$ cat config.mk
export PLATFORM = sky130hd
export DESIGN_NAME = controlador_despacho_flat
export DESIGN_NICKNAME = d
export VERILOG_FILES = /design/src/rtl/transaccion_pkg.sv /design/src/rtl/controlador_despacho_if.sv /design/src/rtl/selector_destino.sv /design/src/rtl/controlador_despacho.sv /design/src/flat_wrapper.sv
export SDC_FILE = /design/constraint.sdc
export NUM_CORES = 1
export LEC_CHECK = 0
export CAP_MARGIN = 20
export CORE_MARGIN = 2
export CORE_UTILIZATION = 32
export CTS_BUF_LIST = sky130_fd_sc_hd__clkbuf_8
export DETAILED_ROUTE_END_ITERATION = 10
export PLACE_DENSITY = 0.66
export SKIP_LAST_GASP = 1
export SYNTH_ARGS = -nofsm -noshare
export SYNTH_HDL_FRONTEND = slang
export SYNTH_SLANG_ARGS = --single-unit
$ cat constraint.sdc
create_clock -name clk -period 3.2 [get_ports clk]
set_clock_uncertainty 0.15 [all_clocks]
set_input_delay 0.64 -clock clk [delete_from_list [all_inputs] [get_ports clk]]
set_output_delay 0.64 -clock clk [all_outputs]
set_load 0.05 [all_outputs]
$ cat src/rtl/transaccion_pkg.sv
// Shared types and constants for the dispatch path.
// State codes, widths, destination slice, default thresholds.
package transaccion_pkg;

  localparam int DATA_W   = 12;
  localparam int N_FIFO   = 4;
  localparam int UMBRAL_W = 3;
  localparam int DEST_W   = $clog2(N_FIFO);
  localparam int DEST_HI  = DATA_W - 1;
  localparam int DEST_LO  = DATA_W - DEST_W;

  localparam logic [UMBRAL_W-1:0] UMBRAL_BAJO_DEF = 3'd1;
  localparam logic [UMBRAL_W-1:0] UMBRAL_ALTO_DEF = 3'd6;

  typedef enum logic [2:0] {
    ST_RESET  = 3'd0,
    ST_INIT   = 3'd1,
    ST_IDLE   = 3'd2,
    ST_ACTIVE = 3'd3,
    ST_ERROR  = 3'd4
  } estado_t;

  function automatic logic umbrales_validos(
    input logic [UMBRAL_W-1:0] bajo,
    input logic [UMBRAL_W-1:0] alto
  );
    return (alto != '0) && (bajo < alto);
  endfunction

endpackage

$ cat src/rtl/controlador_despacho_if.sv
// Main-FIFO / blue-FIFO bus of the dispatch controller.
// master: dispatcher side; slave: FIFO side.
interface controlador_despacho_if;
  import transaccion_pkg::*;

  logic              main_empty;
  logic [DATA_W-1:0] main_data;
  logic              pop_main;
  logic [N_FIFO-1:0] azul_almost_full;
  logic [N_FIFO-1:0] azul_full;
  logic [N_FIFO-1:0] push_azul;
  logic [DATA_W-1:0] data_azul;

  modport master (
    input  main_empty,
    input  main_data,
    input  azul_almost_full,
    input  azul_full,
    output pop_main,
    output push_azul,
    output data_azul
  );

  modport slave (
    output main_empty,
    output main_data,
    output azul_almost_full,
    output azul_full,
    input  pop_main,
    input  push_azul,
    input  data_azul
  );

endinterface

$ cat src/rtl/selector_destino.sv
// Head-word destination decode and pop qualification.
// in: habilitar, main_empty, main_data, azul_almost_full; out: destino, pop.
module selector_destino
  import transaccion_pkg::*;
(
  input  logic              habilitar,
  input  logic              main_empty,
  input  logic [DATA_W-1:0] main_data,
  input  logic [N_FIFO-1:0] azul_almost_full,
  output logic [N_FIFO-1:0] destino,
  output logic              pop
);

  logic [DEST_W-1:0] d;

  assign d = main_data[DEST_HI:DEST_LO];

  always_comb begin
    destino    = '0;
    destino[d] = 1'b1;
  end

  // A blocked head stalls everything behind it.
  assign pop = habilitar
             && !main_empty
             && !azul_almost_full[d];

endmodule

$ cat src/rtl/controlador_despacho.sv
// Dispatch controller: main FIFO -> four blue FIFOs, init/idle FSM.
// clk, reset, init, umbral_*_in; bus (master); umbral_*, idle, error, estado.
module controlador_despacho
  import transaccion_pkg::*;
(
  input  logic                clk,
  input  logic                reset,
  input  logic                init,
  input  logic [UMBRAL_W-1:0] umbral_bajo_in,
  input  logic [UMBRAL_W-1:0] umbral_alto_in,
  controlador_despacho_if.master bus,
  output logic [UMBRAL_W-1:0] umbral_bajo,
  output logic [UMBRAL_W-1:0] umbral_alto,
  output logic                idle,
  output logic                error,
  output logic [2:0]          estado
);

  estado_t           st, st_nx;
  logic              err_cond;
  logic              push_pend;
  logic              habilitar;
  logic              pop;
  logic [N_FIFO-1:0] destino;
  logic [N_FIFO-1:0] push_q;
  logic [DATA_W-1:0] data_q;

  assign push_pend = |push_q;
  assign err_cond  = |(push_q & bus.azul_full);

  // Error wins: no new word is taken in the cycle it is detected.
  assign habilitar = (st == ST_ACTIVE)
                   && !init
                   && !err_cond;

  selector_destino u_sel (
    .habilitar        (habilitar),
    .main_empty       (bus.main_empty),
    .main_data        (bus.main_data),
    .azul_almost_full (bus.azul_almost_full),
    .destino          (destino),
    .pop              (pop)
  );

  assign bus.pop_main  = pop;
  assign bus.push_azul = push_q;
  assign bus.data_azul = data_q;

  assign estado = st;
  assign idle   = (st == ST_IDLE);
  assign error  = (st == ST_ERROR);

  always_comb begin
    st_nx = st;
    if (err_cond) begin
      st_nx = ST_ERROR;
    end else begin
      unique case (st)
        ST_RESET: begin
          if (init) st_nx = ST_INIT;
        end
        ST_INIT: begin
          // Registers hold the last init-high sample here.
          if (!init) begin
            if (umbrales_validos(umbral_bajo, umbral_alto))
              st_nx = ST_IDLE;
            else
              st_nx = ST_ERROR;
          end
        end
        ST_IDLE: begin
          if (init)
            st_nx = ST_INIT;
          else if (!bus.main_empty)
            st_nx = ST_ACTIVE;
        end
        ST_ACTIVE: begin
          // Leave only once the in-flight push has drained.
          if (init) begin
            if (!push_pend) st_nx = ST_INIT;
          end else if (bus.main_empty && !push_pend) begin
            st_nx = ST_IDLE;
          end
        end
        ST_ERROR: begin
          if (init) st_nx = ST_INIT;
        end
        default: st_nx = ST_RESET;
      endcase
    end
  end

  always_ff @(posedge clk) begin
    if (reset) begin
      st          <= ST_RESET;
      push_q      <= '0;
      data_q      <= '0;
      umbral_bajo <= UMBRAL_BAJO_DEF;
      umbral_alto <= UMBRAL_ALTO_DEF;
    end else begin
      st     <= st_nx;
      push_q <= pop ? destino : '0;
      if (pop) data_q <= bus.main_data;
      if (st == ST_INIT && init) begin
        umbral_bajo <= umbral_bajo_in;
        umbral_alto <= umbral_alto_in;
      end
    end
  end

endmodule

$ cat src/flat_wrapper.sv
// flat-port wrapper written by rule: the top's interface ports become plain ports
module controlador_despacho_flat import transaccion_pkg::*;
  (clk, reset, init, umbral_bajo_in, umbral_alto_in, umbral_bajo, umbral_alto, idle, error, estado, bus_main_empty, bus_main_data, bus_azul_almost_full, bus_azul_full, bus_pop_main, bus_push_azul, bus_data_azul);
  controlador_despacho_if bus_i ();
  input  logic clk;
  input  logic reset;
  input  logic init;
  input  logic [UMBRAL_W-1:0] umbral_bajo_in;
  input  logic [UMBRAL_W-1:0] umbral_alto_in;
  output logic [UMBRAL_W-1:0] umbral_bajo;
  output logic [UMBRAL_W-1:0] umbral_alto;
  output logic idle;
  output logic error;
  output logic [2:0] estado;
  input wire logic [$bits(bus_i.main_empty)-1:0] bus_main_empty;
  input wire logic [$bits(bus_i.main_data)-1:0] bus_main_data;
  input wire logic [$bits(bus_i.azul_almost_full)-1:0] bus_azul_almost_full;
  input wire logic [$bits(bus_i.azul_full)-1:0] bus_azul_full;
  output wire logic [$bits(bus_i.pop_main)-1:0] bus_pop_main;
  output wire logic [$bits(bus_i.push_azul)-1:0] bus_push_azul;
  output wire logic [$bits(bus_i.data_azul)-1:0] bus_data_azul;
  assign bus_i.main_empty = bus_main_empty;
  assign bus_i.main_data = bus_main_data;
  assign bus_i.azul_almost_full = bus_azul_almost_full;
  assign bus_i.azul_full = bus_azul_full;
  assign bus_pop_main = bus_i.pop_main;
  assign bus_push_azul = bus_i.push_azul;
  assign bus_data_azul = bus_i.data_azul;
  controlador_despacho u_core (.clk(clk), .reset(reset), .init(init), .umbral_bajo_in(umbral_bajo_in), .umbral_alto_in(umbral_alto_in), .bus(bus_i), .umbral_bajo(umbral_bajo), .umbral_alto(umbral_alto), .idle(idle), .error(error), .estado(estado));
endmodule
After elaboration in Yosys (flattened, before gate mapping)
Cells that the tools add are included.

word-level totals
  register bits = 25
  input bits = 30
  output and inout bits = 28
  logic and storage cells = 61

operators by class
  $lt $le $gt $ge = 3
  equality and inequality tests = 14
  mux-type cells = 14
  bitwise logic cells = 2
  reduce and logical (&&, ||, !) cells = 22

operator list
  kind                                                               number
  two-way mux 3 bit                                                  9
  != test 4 x 3 -> 1 bit, second input constant                      3
  one-hot mux 3 bit (4 select lines)                                 1
  AND reduction 5 bit                                                2
  != test 3 bit, second input constant                               3
  logical AND 1 bit                                                  8
  OR reduction 4 bit                                                 2
  == test 3 x 2 -> 1 bit, second input constant                      2
  zero test 1 bit                                                    5
  OR reduction 5 bit                                                 1
  bitwise AND 4 bit                                                  1
  OR reduction 2 bit                                                 2
  == test 3 x 1 -> 1 bit, second input constant                      1
  == test 3 bit, second input constant                               1
  zero test 3 bit                                                    1
  < comparator 2 x 3 -> 1 bit, second input constant                 1
  < comparator 3 bit                                                 1
  != test 3 x 1 -> 1 bit, second input constant                      1
  != test 3 x 2 -> 1 bit, second input constant                      1
  nonzero test 3 bit                                                 1
  binary-select mux 1 bit (select 2 bit)                             1
  demux 1 bit (select 2 bit)                                         1
  greater-or-equal comparator 2 x 1 -> 1 bit, second input constant  1
  two-way mux 1 bit                                                  2
  other kinds (3)                                                    3

Longest topological paths before layout
  depth in word-level cells = 8
  gate-level depth with buffers = 6
  depth with buffers taken out = 6

Cells and area by module
From an unflattened synthesis, not the netlist that was laid out.

second synthesis, totals
  cells, all modules = 120
  area, all modules = 1167.4 µm²

by module, submodules not included
  module                instances  cells each  area an instance (µm²)  seq. area each (µm²)
  controlador_despacho  1          114         1108.6                  500.5
  selector_destino      1          6           58.8                    0.0

Worst setup path after synthesis
Ideal clock, no wire load.

  path type = reg-to-output
  from = register u_core.st[1] (netlist: u_core.estado[1])
  to = output port idle
  data arrival time = 1784 ps
  required time = 2410 ps
  path slack = 626 ps
  stages on the path, launching flop included = 4
  path buffers = 1
  cell sequence = dfxtp_1 -> buf_2 -> and2b_1 -> nor2b_1

between the ends
  longest elaborated chain between the ends = 1

ends and longest elaborated chain
  item                    line                         text
  start, declared         controlador_despacho.sv:19   estado_t st, st_nx;
  start signal, assigned  controlador_despacho.sv:101  st <= st_nx;
  == test 3 x 2 -> 1 bit  controlador_despacho.sv:50   assign idle = (st == ST_IDLE);
  end, declared           flat_wrapper.sv:12           output logic idle;

No other way between the ends.

Worst setup path in the final report
  from = input port bus_main_data[10]
  to = output port bus_pop_main

between the ends
  longest elaborated chain between the ends = 4

ends and longest elaborated chain
  item                                     line                    text
  start, declared                          flat_wrapper.sv:16      input wire logic [$bits(bus_i.main_data)-1:0] bus_main_data;
  binary-select mux 1 bit (select 2 bit)   selector_destino.sv:26  && !azul_almost_full[d];
  two-way mux 1 bit (implied by the code)  selector_destino.sv:26
  zero test 1 bit                          selector_destino.sv:26
  logical AND 1 bit                        selector_destino.sv:26
  end, declared                            flat_wrapper.sv:19      output wire logic [$bits(bus_i.pop_main)-1:0] bus_pop_main;

No other way between the ends. The select of a mux whose other input is x is not followed.

==> metrics.txt <==
number of synthesized flops with an enable pin 0; leakage 0.677 nW; DR WL/cell 15.0 um; share of layout cells above drive strength 1 7.25%; Syn Area/Cell between 8 and 9 um2; final hold vios 0; drt initial violations 52; core area 0.00363 mm2; Routed WL 3620 um; total clock sinks 25; antenna cells 0; register area share after synthesis 41.8%; area occupied by multi-input gates about 630 um2; final hold slack 0.327 ns; cts hold-fix bufs 0; fill count 374; top-count cell post-synth dfxtp_1; relative slew slack 50.3%; Setup crit end kind primary output; reg2reg path depth 6; Syn Inst Count 138; final setup fails 0; top post-synthesis cells by count 25 x dfxtp_1, 16 x a21oi_1, 12 x nand4_1; CTS Buffer Depth 2; TritonCTS clock tree built; io pins 58; CP Launch Type input port; Mapped Nets 170; Clock Root Buffer clkbuf_8; setup repair bufs after CTS 0; first-pass GRT wire length 5940 um; Max Cap Viol 0; fmax between 0.3 and 0.4 GHz; H-tree Lvls 1; Port Buffers 57; Final Cell Area 0.00186 mm2; post_cts resized 0; FF+latch count, synth 25; DP HPWL 2740 um; final setup TNS 0 ns; dpl ws 0.193 ns; top cells by area, synth dfxtp_1 42%, o31ai_1 6.9%, a21oi_1 6.7%, nand4_1 6.3%, nand3_1 4.2%; yosys warns 0; RSZ-0062 raised after global routing no; via count roughly 1300; hold depth 2; largest net degree at the start of global routing 21; Synth top area share 41.8%; Die X 65.2 um; Core Rows 22; status completed; largest area contributor in the netlist dfxtp_1; Top FF cell, synth dfxtp_1; total gr overflow 0; CTS Buf Count 3; initial cell density of the core 33.0%; final slew viol count 0; Die H 65.2 um; worst skew pair latency 0.26 ns; post-route ant nets 0; crit share post-route 94.1%; DRC viols 0; P&R area growth vs syn 55.5%; synthesized cell area 0.00120 mm2; initial antenna violation count 0; Reg area 500 um2; clock-pin transition on the worst setup and hold timing paths 0.09 ns; Synth async-reset ratio 0%; Worst-Margin Slew 0.743 ns; vias in the first global route ~1300; TritonRoute pass-1 iters 5; worst min path class reg -> reg; dpl cell area 0.00182 mm2; crit path max fanout 6; Tmin final 3.01 ns; Avg Vias per Cell 5.34; Cell variety after synth 34; Nets 226; Global Route Usage Sum about 17%; power density cells 405 mW/mm2; Max rail drop VDD 167 uV; final worst slack approximately 0.19 ns; CP required 2.41 ns; crit path DAT 2.22 ns; WS Path Type in -> out; Total Die Area 0.00425 mm2; gp weighted congestion 0.752
## final timing paths
path         slack, ns                    start                      end
max               0.19        bus_main_data[10]             bus_pop_main
min               0.33  u_core.bus.data_azul[3]  u_core.bus.data_azul[3]
max reg2reg       1.22    u_core.umbral_alto[1]         u_core.estado[2]
min reg2reg       0.33  u_core.bus.data_azul[3]  u_core.bus.data_azul[3]
## cell families (layout without fill, tap and decap cells)
logic type               Yosys count  in the layout  share of synthesized area [%]
AO/OA/AOI/OAI                     38             38                           20.6
buffers and inverters             15             70                           5.85
AND/OR/NAND/NOR                   56             56                           26.9
flip-flops                        25             25                           41.8
multiplexers                       2              2                           2.82
adder cells (fa/ha/maj)            2              2                           2.09
## power breakdown
part / internal (W) / switching, W
Clock: 0.0000856 / 0.0000947
Combinational: 0.0000953 / 0.000132
Sequential: 0.000325 / 0.0000215
Total: 0.000506 / 0.000248
## layout by cell type (no fill, tap or decap), drive strengths merged, types with 3 or more instances in the layout
cell | Yosys | routed
clkbuf | 4 | 3
nand3 | 10 | 10
inv | 5 | 6
nor2 | 5 | 5
a21oi | 16 | 16
nand2 | 10 | 10
nand4 | 12 | 12
buf | 6 | 5
dfxtp | 25 | 25
o31ai | 11 | 11
a22oi | 3 | 3
nor3 | 5 | 5
clkdlybuf4s50 | 0 | 56
## critical path: stages
cell,delay [ns]
clkdlybuf4s50_1,0.58
mux4_2,0.58
nor3_4,0.24
buf_12,0.18
## cell type report
class,instances,share of cell area [%]
well taps,48,3.23
clock inverters,1,0.202
inverters,5,1.01
multi-input cells,98,33.7
flip-flops and latches,25,26.9
repair buffers,61,32.8
clock buffers,3,2.22
## routing by layer
layer	wire [um]	track usage [%]	up-vias
li1	-	-	630
met1	1660	22.6	622
met2	1800	30.6	33
met3	145	3.25	2
met4	13	3.13	0
met5	0	0	-
## flip-flops by register name (all words and copies together), names as in the netlist
signal,cells
u_core.bus.push_azul,4
u_core.umbral_alto,3
u_core.bus.data_azul,12
u_core.estado,3
u_core.umbral_bajo,3
## stage by stage
stage / instances / power (W) / utilization, %
after detailed placement: 237 / 0.000580 / 50.0
after global placement: 237 / 0.000575 / 50.0
final: 241 / 0.000754 / 51.2
after CTS: 241 / 0.000758 / 51.2
after floorplan: 138 / 0.000490 / -
after global routing: 241 / 0.000790 / 51.2
Note: power is estimated with default switching activity, not from simulation.
